File: config.mk
export PLATFORM = sky130hd
export DESIGN_NAME = wash_sequencer
export DESIGN_NICKNAME = d
export VERILOG_FILES = /design/src/rtl/wash_pkg.sv /design/src/rtl/wash_reverser.sv /design/src/rtl/wash_sequencer.sv
export SDC_FILE = /design/constraint.sdc
export NUM_CORES = 1
export LEC_CHECK = 0
export ABC_AREA = 1
export BUFFER_PORTS_ARGS = -buffer_cell sky130_fd_sc_hd__buf_2
export CELL_PAD_IN_SITES_DETAIL_PLACEMENT = 1
export CELL_PAD_IN_SITES_GLOBAL_PLACEMENT = 2
export CORE_MARGIN = 1
export CORE_UTILIZATION = 33
export CTS_CLUSTER_SIZE = 16
export DETAILED_ROUTE_END_ITERATION = 8
export GPL_ROUTABILITY_DRIVEN = 0
export PLACE_DENSITY_LB_ADDON = 0.15
export SLEW_MARGIN = 20
export SYNTH_ARGS = -nofsm -noshare
export SYNTH_HDL_FRONTEND = slang
export SYNTH_SLANG_ARGS = --single-unit
File: constraint.sdc
create_clock -name CP -period 1.75 [get_ports CP]
set_input_delay 0.0875 -clock CP [delete_from_list [all_inputs] [get_ports CP]]
set_output_delay 0.0875 -clock CP [all_outputs]
set_load 0.005 [all_outputs]
File: src/rtl/wash_pkg.sv
// Shared definitions for the wash sequencer: phase encoding, default durations
// and the timed-phase predicate.
package wash_pkg;

  typedef enum logic [2:0] {
    StIdle  = 3'd0,
    StFill  = 3'd1,
    StWash  = 3'd2,
    StDrain = 3'd3,
    StRinse = 3'd4,
    StSpin  = 3'd5,
    StDone  = 3'd6
  } wash_state_e;

  localparam logic [7:0] FillTDef  = 8'd20;
  localparam logic [7:0] WashTDef  = 8'd200;
  localparam logic [7:0] RinseTDef = 8'd100;
  localparam logic [7:0] SpinTDef  = 8'd150;
  localparam logic [7:0] DrainTDef = 8'd30;
  localparam logic [7:0] RevTDef   = 8'd10;

  function automatic logic is_timed(input wash_state_e s);
    return (s != StIdle) && (s != StDone);
  endfunction

endpackage

File: src/rtl/wash_reverser.sv
// Wash motor reversal counter: flips the FWD/REV select every REV_T enabled cycles.
// dir is the select to be registered at the coming edge (0 = FWD, 1 = REV).
module wash_reverser
  import wash_pkg::*;
#(
  parameter logic [7:0] REV_T = RevTDef
) (
  input  logic clk,
  input  logic rst_n,
  input  logic en,
  input  logic clr,
  output logic dir
);

  logic [7:0] cnt;
  logic       dir_q;
  logic       wrap;

  assign wrap = en && (cnt == REV_T - 8'd1);
  assign dir  = clr ? 1'b0 : (wrap ? ~dir_q : dir_q);

  always_ff @(posedge clk or negedge rst_n) begin
    if (!rst_n) begin
      cnt   <= '0;
      dir_q <= 1'b0;
    end else if (clr) begin
      cnt   <= '0;
      dir_q <= 1'b0;
    end else if (en) begin
      cnt   <= wrap ? 8'd0 : cnt + 8'd1;
      dir_q <= dir;
    end
  end

endmodule

File: src/rtl/wash_sequencer.sv
// Washing-machine programme sequencer driving an external phase timer.
// Optional WASH_LID_LOCK_EN adds LID_CLOSED / LID_LOCK interlock ports.
module wash_sequencer
  import wash_pkg::*;
#(
  parameter logic [7:0]  FILL_T  = FillTDef,
  parameter logic [7:0]  WASH_T  = WashTDef,
  parameter logic [7:0]  RINSE_T = RinseTDef,
  parameter logic [7:0]  SPIN_T  = SpinTDef,
  parameter logic [7:0]  DRAIN_T = DrainTDef,
  parameter logic [7:0]  REV_T   = RevTDef,
  parameter int unsigned RINSES  = 2
) (
  input  logic       CP,
  input  logic       CLR_,
  input  logic       START,
  input  logic       PAUSE,
  input  logic       ABORT,
  input  logic       TMR_DONE,
`ifdef WASH_LID_LOCK_EN
  input  logic       LID_CLOSED,
  output logic       LID_LOCK,
`endif
  output logic [7:0] TMR_RS,
  output logic       TMR_LD,
  output logic       TMR_EN,
  output logic       WATER_IN,
  output logic       MOTOR_FWD,
  output logic       MOTOR_REV,
  output logic       DRAIN_V,
  output logic [2:0] PHASE,
  output logic       COMPLETE
);

  localparam logic [2:0] RinseMax = 3'(RINSES);

  wash_state_e state, state_d;
  logic [2:0]  rinse_cnt, rinse_d;
  logic        abort_flag, abort_d;
  logic        start_ok, paused, adv, run, dir, rev_en, rev_clr;
  logic [7:0]  dur;

`ifdef WASH_LID_LOCK_EN
  assign start_ok = START && LID_CLOSED;
  assign paused   = PAUSE || !LID_CLOSED;
`else
  assign start_ok = START;
  assign paused   = PAUSE;
`endif

  // TMR_EN is low while paused, so a late expiry can only land on the first paused edge.
  assign adv     = TMR_EN && TMR_DONE;
  assign run     = is_timed(state_d) && !paused;
  assign rev_clr = (state_d == StWash) && (state != StWash);
  assign rev_en  = (state == StWash) && TMR_EN;
  assign PHASE   = state;

  always_comb begin
    state_d = state;
    rinse_d = rinse_cnt;
    abort_d = abort_flag;
    if (ABORT && (state != StIdle) && (state != StDrain)) begin
      state_d = StDrain;
      abort_d = 1'b1;
      rinse_d = 3'd0;
    end else begin
      unique case (state)
        StIdle, StDone: begin
          if (start_ok) begin
            state_d = StFill;
            rinse_d = 3'd0;
            abort_d = 1'b0;
          end
        end
        StFill:          if (adv) state_d = (rinse_cnt == 3'd0) ? StWash : StRinse;
        StWash, StRinse: if (adv) state_d = StDrain;
        StDrain: begin
          if (adv) begin
            if (abort_flag) begin
              state_d = StIdle;
              abort_d = 1'b0;
            end else if (rinse_cnt < RinseMax) begin
              state_d = StFill;
              rinse_d = rinse_cnt + 3'd1;
            end else begin
              state_d = StSpin;
            end
          end
        end
        StSpin:          if (adv) state_d = StDone;
        default:         state_d = StIdle;
      endcase
    end
  end

  always_comb begin
    case (state_d)
      StFill:  dur = FILL_T;
      StWash:  dur = WASH_T;
      StDrain: dur = DRAIN_T;
      StRinse: dur = RINSE_T;
      StSpin:  dur = SPIN_T;
      default: dur = 8'd0;
    endcase
  end

  wash_reverser #(
    .REV_T(REV_T)
  ) u_reverser (
    .clk  (CP),
    .rst_n(CLR_),
    .en   (rev_en),
    .clr  (rev_clr),
    .dir  (dir)
  );

  always_ff @(posedge CP or negedge CLR_) begin
    if (!CLR_) begin
      state      <= StIdle;
      rinse_cnt  <= 3'd0;
      abort_flag <= 1'b0;
      TMR_RS     <= 8'd0;
      TMR_LD     <= 1'b0;
      TMR_EN     <= 1'b0;
      WATER_IN   <= 1'b0;
      MOTOR_FWD  <= 1'b0;
      MOTOR_REV  <= 1'b0;
      DRAIN_V    <= 1'b0;
      COMPLETE   <= 1'b0;
`ifdef WASH_LID_LOCK_EN
      LID_LOCK   <= 1'b0;
`endif
    end else begin
      state      <= state_d;
      rinse_cnt  <= rinse_d;
      abort_flag <= abort_d;
      TMR_RS     <= dur;
      TMR_LD     <= (state_d != state) && is_timed(state_d);
      TMR_EN     <= run;
      WATER_IN   <= run && (state_d == StFill);
      DRAIN_V    <= run && ((state_d == StDrain) || (state_d == StSpin));
      MOTOR_FWD  <= run && ((state_d == StRinse) || (state_d == StSpin) ||
                            ((state_d == StWash) && !dir));
      MOTOR_REV  <= run && (state_d == StWash) && dir;
      COMPLETE   <= (state_d == StDone);
`ifdef WASH_LID_LOCK_EN
      LID_LOCK   <= is_timed(state_d);
`endif
    end
  end

endmodule

# Word-level counts from Yosys, hierarchy flattened
# Index checks and enable logic that the tools add are counted.
[classes] add_sub_neg=2 multipliers=0 div_mod_pow=0 magnitude_cmp=1 eq_ne=21 shifts=0 mux=28 n_bitwise=1 reduce_logical=30
[ops] operator="3-bit two-way mux" count=14
[ops] operator="8-bit case mux with 5 select lines" count=1
[ops] operator="8-bit two-way mux" count=3
[ops] operator="3-bit == test (second input constant)" count=6
[ops] operator="1-bit logical AND" count=15
[ops] operator="3-bit != test (second input constant)" count=5
[ops] operator="3-bit case mux with 5 select lines" count=1
[ops] operator="3-bit by 2-bit == test with 1-bit output (second input constant)" count=4
[ops] operator="3-bit nonzero test" count=3
[ops] operator="8-bit by 1-bit adder with 8-bit output (second input constant)" count=1
[ops] operator="8-bit by 4-bit == test with 1-bit output (second input constant)" count=1
[ops] operator="1-bit two-way mux" count=7
[ops] operator="3-bit by 1-bit == test with 1-bit output (second input constant)" count=2
[ops] operator="3-bit logical NOT" count=2
[ops] operator="3-bit by 2-bit != test with 1-bit output (second input constant)" count=2
[ops] operator="3-bit case mux with 2 select lines" count=1
[ops] operator="5-bit AND reduction" count=1
[ops] operator="2-bit OR reduction" count=2
[ops] operator="3-bit by 1-bit adder with 3-bit output (second input constant)" count=1
[ops] operator="1-bit logical OR" count=3
[ops] operator="3-bit by 2-bit < comparator with 1-bit output (second input constant)" count=1
[ops] operator="3-bit != test" count=1
[ops] operator="3-bit AND reduction" count=1
[ops] operator="1-bit logical NOT" count=2
[ops] operator="3 further kinds" count=3
[word_totals] regBits=31 latchBits=0 ram_bits=0 romBits=0 inputBits=6 out_inout_bits=18 elab_cells=96 n_memories=0

# Depth between registers and ports, before layout
[logic_depth] word_depth=13 ltp_mapped=13 mapped_depth_nobuf=13

# Hierarchy
# A second synthesis with hierarchy kept.
[hier_totals] cells_unflattened=233 area_unflattened_um2=1710.4
[by_module_without_submodules] module="wash_sequencer" instances=1 cells_per_inst=155 area_each_um2=1148.6 seq_area_each_um2=525.5
[by_module_without_submodules] module="wash_reverser" instances=1 cells_per_inst=78 area_each_um2=561.8 seq_area_each_um2=225.2

# Worst setup path after synthesis
# Ideal clock, no wire load.
[synth_timing] path_type="reg-to-reg" startpoint="reg state[1] (netlist: PHASE[1])" endpoint="reg u_reverser.cnt[3]" setup_ns=0.118 arrival_time_ns=1.483 required_ns=1.632 path_slack_ns=0.149 stages_incl_launch_ff=12 path_buffers=1 period_less_slack_ns=1.601 path_cell_list="dfrtp_1 buf_4 nor2_2 nand2_1 nand2_4 nand2_1 nand3_1 nor2_4 nor2_4 nand3_4 nand3_1 nand2_1"
[synth_via] elab_chain_cells=7 word_cells_on_any_way=29 classes_between="9 x eq/ne; 10 x mux; 10 x reduce/logical"
[synth_rtl] element="from (decl)" line_no="wash_sequencer.sv:37" rtl="wash_state_e state, state_d;"
[synth_rtl] element="from (signal assigned)" line_no="wash_sequencer.sv:119" rtl="state <= StIdle;"
[synth_rtl] element="from (signal assigned)" line_no="wash_sequencer.sv:134" rtl="state <= state_d;"
[synth_rtl] element="3-bit by 2-bit == test with 1-bit output (tied with other cells)" line_no="wash_sequencer.sv:55, wash_sequencer.sv:67"
[synth_rtl] element="2-bit OR reduction / 1-bit logical AND (equally long branches)" line_no="wash_sequencer.sv:67, wash_sequencer.sv:62"
[synth_rtl] element="3-bit case mux with 5 select lines / 1-bit logical AND (equally long branches)" line_no="wash_sequencer.sv:67, wash_sequencer.sv:62"
[synth_rtl] element="3-bit two-way mux" line_no="wash_sequencer.sv:62" rtl="if (ABORT && (state != StIdle) && (state != StDrain)) begin"
[synth_rtl] element="3-bit by 2-bit == test with 1-bit output" line_no="wash_sequencer.sv:54" rtl="assign rev_clr = (state_d == StWash) && (state != StWash);"
[synth_rtl] element="1-bit logical AND" line_no="wash_sequencer.sv:54"
[synth_rtl] element="8-bit two-way mux / 2-bit nonzero test (equally long branches)"
[synth_rtl] element="to (signal assigned)" line_no="wash_reverser.sv:30" rtl="cnt <= wrap ? 8'd0 : cnt + 8'd1;"
[synth_rtl] element="to (decl)" line_no="wash_reverser.sv:15" rtl="logic [7:0] cnt;"
# Parallel ways exist; a longest one is shown, timed or not. The select of a mux whose other input is x is not followed.
# A chain may end at the register's enable or synchronous reset.

# Worst setup path after layout
[layout_timing] startpoint="reg state[1] (netlist: PHASE[1])" endpoint="reg MOTOR_FWD"
[layout_via] elab_chain_cells=11 word_cells_on_any_way=38 classes_between="12 x eq/ne; 9 x mux; 17 x reduce/logical"
[layout_rtl] element="3-bit by 2-bit == test with 1-bit output (tied with other cells)" line_no="wash_sequencer.sv:55, wash_sequencer.sv:67"
[layout_rtl] element="2-bit OR reduction / 1-bit logical AND (equally long branches)" line_no="wash_sequencer.sv:67, wash_sequencer.sv:62"
[layout_rtl] element="3-bit case mux with 5 select lines / 1-bit logical AND (equally long branches)" line_no="wash_sequencer.sv:67, wash_sequencer.sv:62"
[layout_rtl] element="3-bit two-way mux" line_no="wash_sequencer.sv:62"
[layout_rtl] element="3-bit by 2-bit == test with 1-bit output" line_no="wash_sequencer.sv:54, wash_sequencer.sv:143"
[layout_rtl] element="1-bit logical AND" line_no="wash_sequencer.sv:54"
[layout_rtl] element="1-bit two-way mux" line_no="wash_reverser.sv:20" rtl="assign dir = clr ? 1'b0 : (wrap ? ~dir_q : dir_q);"
[layout_rtl] element="1-bit logical NOT" line_no="wash_sequencer.sv:143" rtl="((state_d == StWash) && !dir));"
[layout_rtl] element="1-bit logical AND" line_no="wash_sequencer.sv:143"
[layout_rtl] element="1-bit logical OR" line_no="wash_sequencer.sv:142" rtl="MOTOR_FWD <= run && ((state_d == StRinse) || (state_d == StSpin) ||"
[layout_rtl] element="1-bit logical AND (*)" line_no="wash_sequencer.sv:142"
[layout_rtl] element="to (signal assigned)" line_no="wash_sequencer.sv:142"
[layout_rtl] element="to (decl)" line_no="wash_sequencer.sv:28" rtl="output logic MOTOR_FWD,"
# Mark *: on every way between the ends. The rest lies on a longest branch, timed or not.

==> results.json <==
{
  "clkTransAtPathRegs_ps": 70,
  "syn-num-nets": 243,
  "place_hpwl_mm": 3.89,
  "powerDensity_nw_per_um2": 1940,
  "synth_seq_cells": 30,
  "die_w_um": 76.9,
  "mostFrequentLayoutCells": "nand2_1 (50), buf_4 (50), dfrtp_1 (27)",
  "drv_cap": 0,
  "hp-start": "START",
  "cts_tree": "yes",
  "wl_per_cell_um": 15.1,
  "final_cell_area_um2": 2660,
  "clock_sinks": 30,
  "leakage_nw": 1.42,
  "start_kind": "flop",
  "cts_buffer_depth": 2,
  "placed_area_um2": 2290,
  "multiInputGateArea_um2": 1060,
  "synth_flop_cell": "dfrtp_1",
  "violations": "negative setup slack",
  "synth_area_per_cell_um2": 7.94,
  "drc": 0,
  "seq_area_um2": 754,
  "grt_use_total": 0.214,
  "hold_path.class": "in2reg",
  "period_needed_ps": 1840,
  "setup_viol": 13,
  "finalPower_mw": 5.17,
  "grt_pass1_wl_mm": 9.65,
  "clock_skew_ps": 5.99,
  "relSlewSlack": 0.545,
  "synthCells": 233,
  "dpl.cell_count": 355,
  "seq_area_frac_synth": 0.406,
  "crit_start": "PHASE[1]",
  "status": "finished, violations left",
  "num_vias": 1830,
  "die_height_um": 76.9,
  "rr_worst_depth": 12,
  "antenna_found_initial": 0,
  "synth_edf_count": 0,
  "cp_max_fo": 8,
  "hold_depth": 6,
  "grt_pass1_vias": 1943,
  "drt_iter0_markers": 88,
  "final.period_utilization": 1.05,
  "synth.distinct_cells": 33,
  "r2r-start": "PHASE[1]",
  "die-area_um2": 5910,
  "port_buffers": 22,
  "final.setup.worst_slack_ps": -91.3,
  "endpoint_kind": "flop",
  "start_util": 0.353,
  "tightest_slew_ps": 683,
  "syn_area_um2": 1850,
  "grt_start_max_net_pins": 31,
  "n_antenna_cell": 0,
  "core_um2": 5240,
  "clockRootBuffer": "clkbuf_8",
  "drive_gt1_frac": 0.455,
  "drv_slew": 0,
  "crit_type": "reg2reg",
  "drt_wl_total_mm": 5.78,
  "peakVddDrop_mv": 0.937,
  "grt-ovfl-total": 0,
  "async_flop_share": 1.00,
  "hold_viol_final": 0,
  "vias_per_cell": 4.79,
  "nNetsFinal": 321,
  "crit_required_ps": 1920,
  "yosys_warnings": 0,
  "fmax_mhz": 543,
  "ios": 24,
  "layout.cells.non_filler": 382,
  "utilization": 0.508,
  "placementRows": 26,
  "syn_to_final_growth_pct": 43.7,
  "cts_made_buffers": 5,
  "clk-insertion-delay-late_ps": 290,
  "htree_levels": 2,
  "critPathArrivalTime_ps": 2010,
  "rsz0062_at_grt": "yes",
  "fillers": 662,
  "drt_pre_antenna_iters": 4,
  "ant_nets": 0
}
[cells in the mapped netlist, types with 4 or more instances]
library cell,instances,share of area
nand2_1,60,0.12
dfrtp_1,30,0.41
inv_1,26,0.053
nand3_1,26,0.070
nor2_1,20,0.041
nand4_1,8,0.027
o21ai_0,7,0.019
inv_2,5,0.010
buf_4,4,0.016
ha_1,4,0.027
nand2_2,4,0.014
nand3_2,4,0.022
nor2_4,4,0.024
[registers in the layout, indices dropped and copies added (netlist names)]
signal,flops
COMPLETE,1
DRAIN_V,1
MOTOR_FWD,1
MOTOR_REV,1
PHASE,3
TMR_EN,1
TMR_LD,1
TMR_RS,7
WATER_IN,1
abort_flag,1
rinse_cnt,3
u_reverser.cnt,8
u_reverser.dir_q,1
[per-stage QoR]
stage | setup slack [ps] | TNS, ps | hold WS [ps]
after floorplan | 149 | 0 | -208
after detailed placement | -153 | -1950 | 194
after global routing | -227 | -2780 | 265
final | -91.3 | -557 | 241
after CTS | -4.86 | -4.86 | 235
after global placement | -98.2 | -1140 | 182
[final cells by class]
cell class / instances / share of cell area
Inverter: 32 / 0.0470
Sequential cell: 30 / 0.284
Clock inverter: 2 / 0.00470
Timing Repair Buffer: 76 / 0.202
Tap cell: 70 / 0.0329
Multi-Input combinational cell: 166 / 0.399
Clock buffer: 6 / 0.0310
[layer usage]
layer | share of wire | up-vias | global-route usage
li1 | - | 907 | -
met1 | 0.45 | 890 | 0.269
met2 | 0.51 | 23 | 0.363
met3 | 0.023 | 10 | 0.0476
met4 | 0.017 | 0 | 0.0615
met5 | 0 | - | 0
[critical path: stages (launching register included)]
cell,delay [ps]
dfrtp_2,470
inv_2,110
buf_4,120
nand2_2,60
inv_1,50
nor2_1,40
nor2_1,180
nand3_2,130
nor2_4,170
nor2_4,90
buf_4,150
o2111ai_1,70
nand2_1,80
[power breakdown]
group / switching (mW) / total (mW) / internal [mW] / leakage (nW)
clock: 0.286 / 0.602 / 0.316 / 0.0472
combinational: 1.85 / 3.36 / 1.51 / 0.988
sequential: 0.242 / 1.20 / 0.962 / 0.385
total: 2.38 / 5.17 / 2.79 / 1.42
[worst paths after layout]
check | endpoint | slack [ps]
worst max-delay path | MOTOR_FWD | -90
worst min-delay path | abort_flag | 240
worst max register to register | MOTOR_FWD | -90
worst min register to register | abort_flag | 530
max in group asynchronous | PHASE[1] | 890
min in group asynchronous | u_reverser.cnt[4] | 380
[cells by family after synthesis]
logic type	after synthesis	synth area share
AO/OA/AOI/OAI	17	0.0642
XOR/XNOR	3	0.0142
adder cells (fa/ha/maj)	4	0.0270
buffers and inverters	38	0.0906
flip-flops	30	0.406
other	1	0.00203
AND/OR/NAND/NOR	140	0.396
[what timing repair did]
item / in CTS / in global routing
resized for setup: 21 / 18
hold buffers: 2 / 0
setup buffers: 13 / 3
setup endpoints to repair: 20 / 24
cloned: 1 / 0
pin swaps: 12 / 11
endpoints found under the hold margin: 31 / 0
Note: power is estimated with default switching activity, not from simulation.
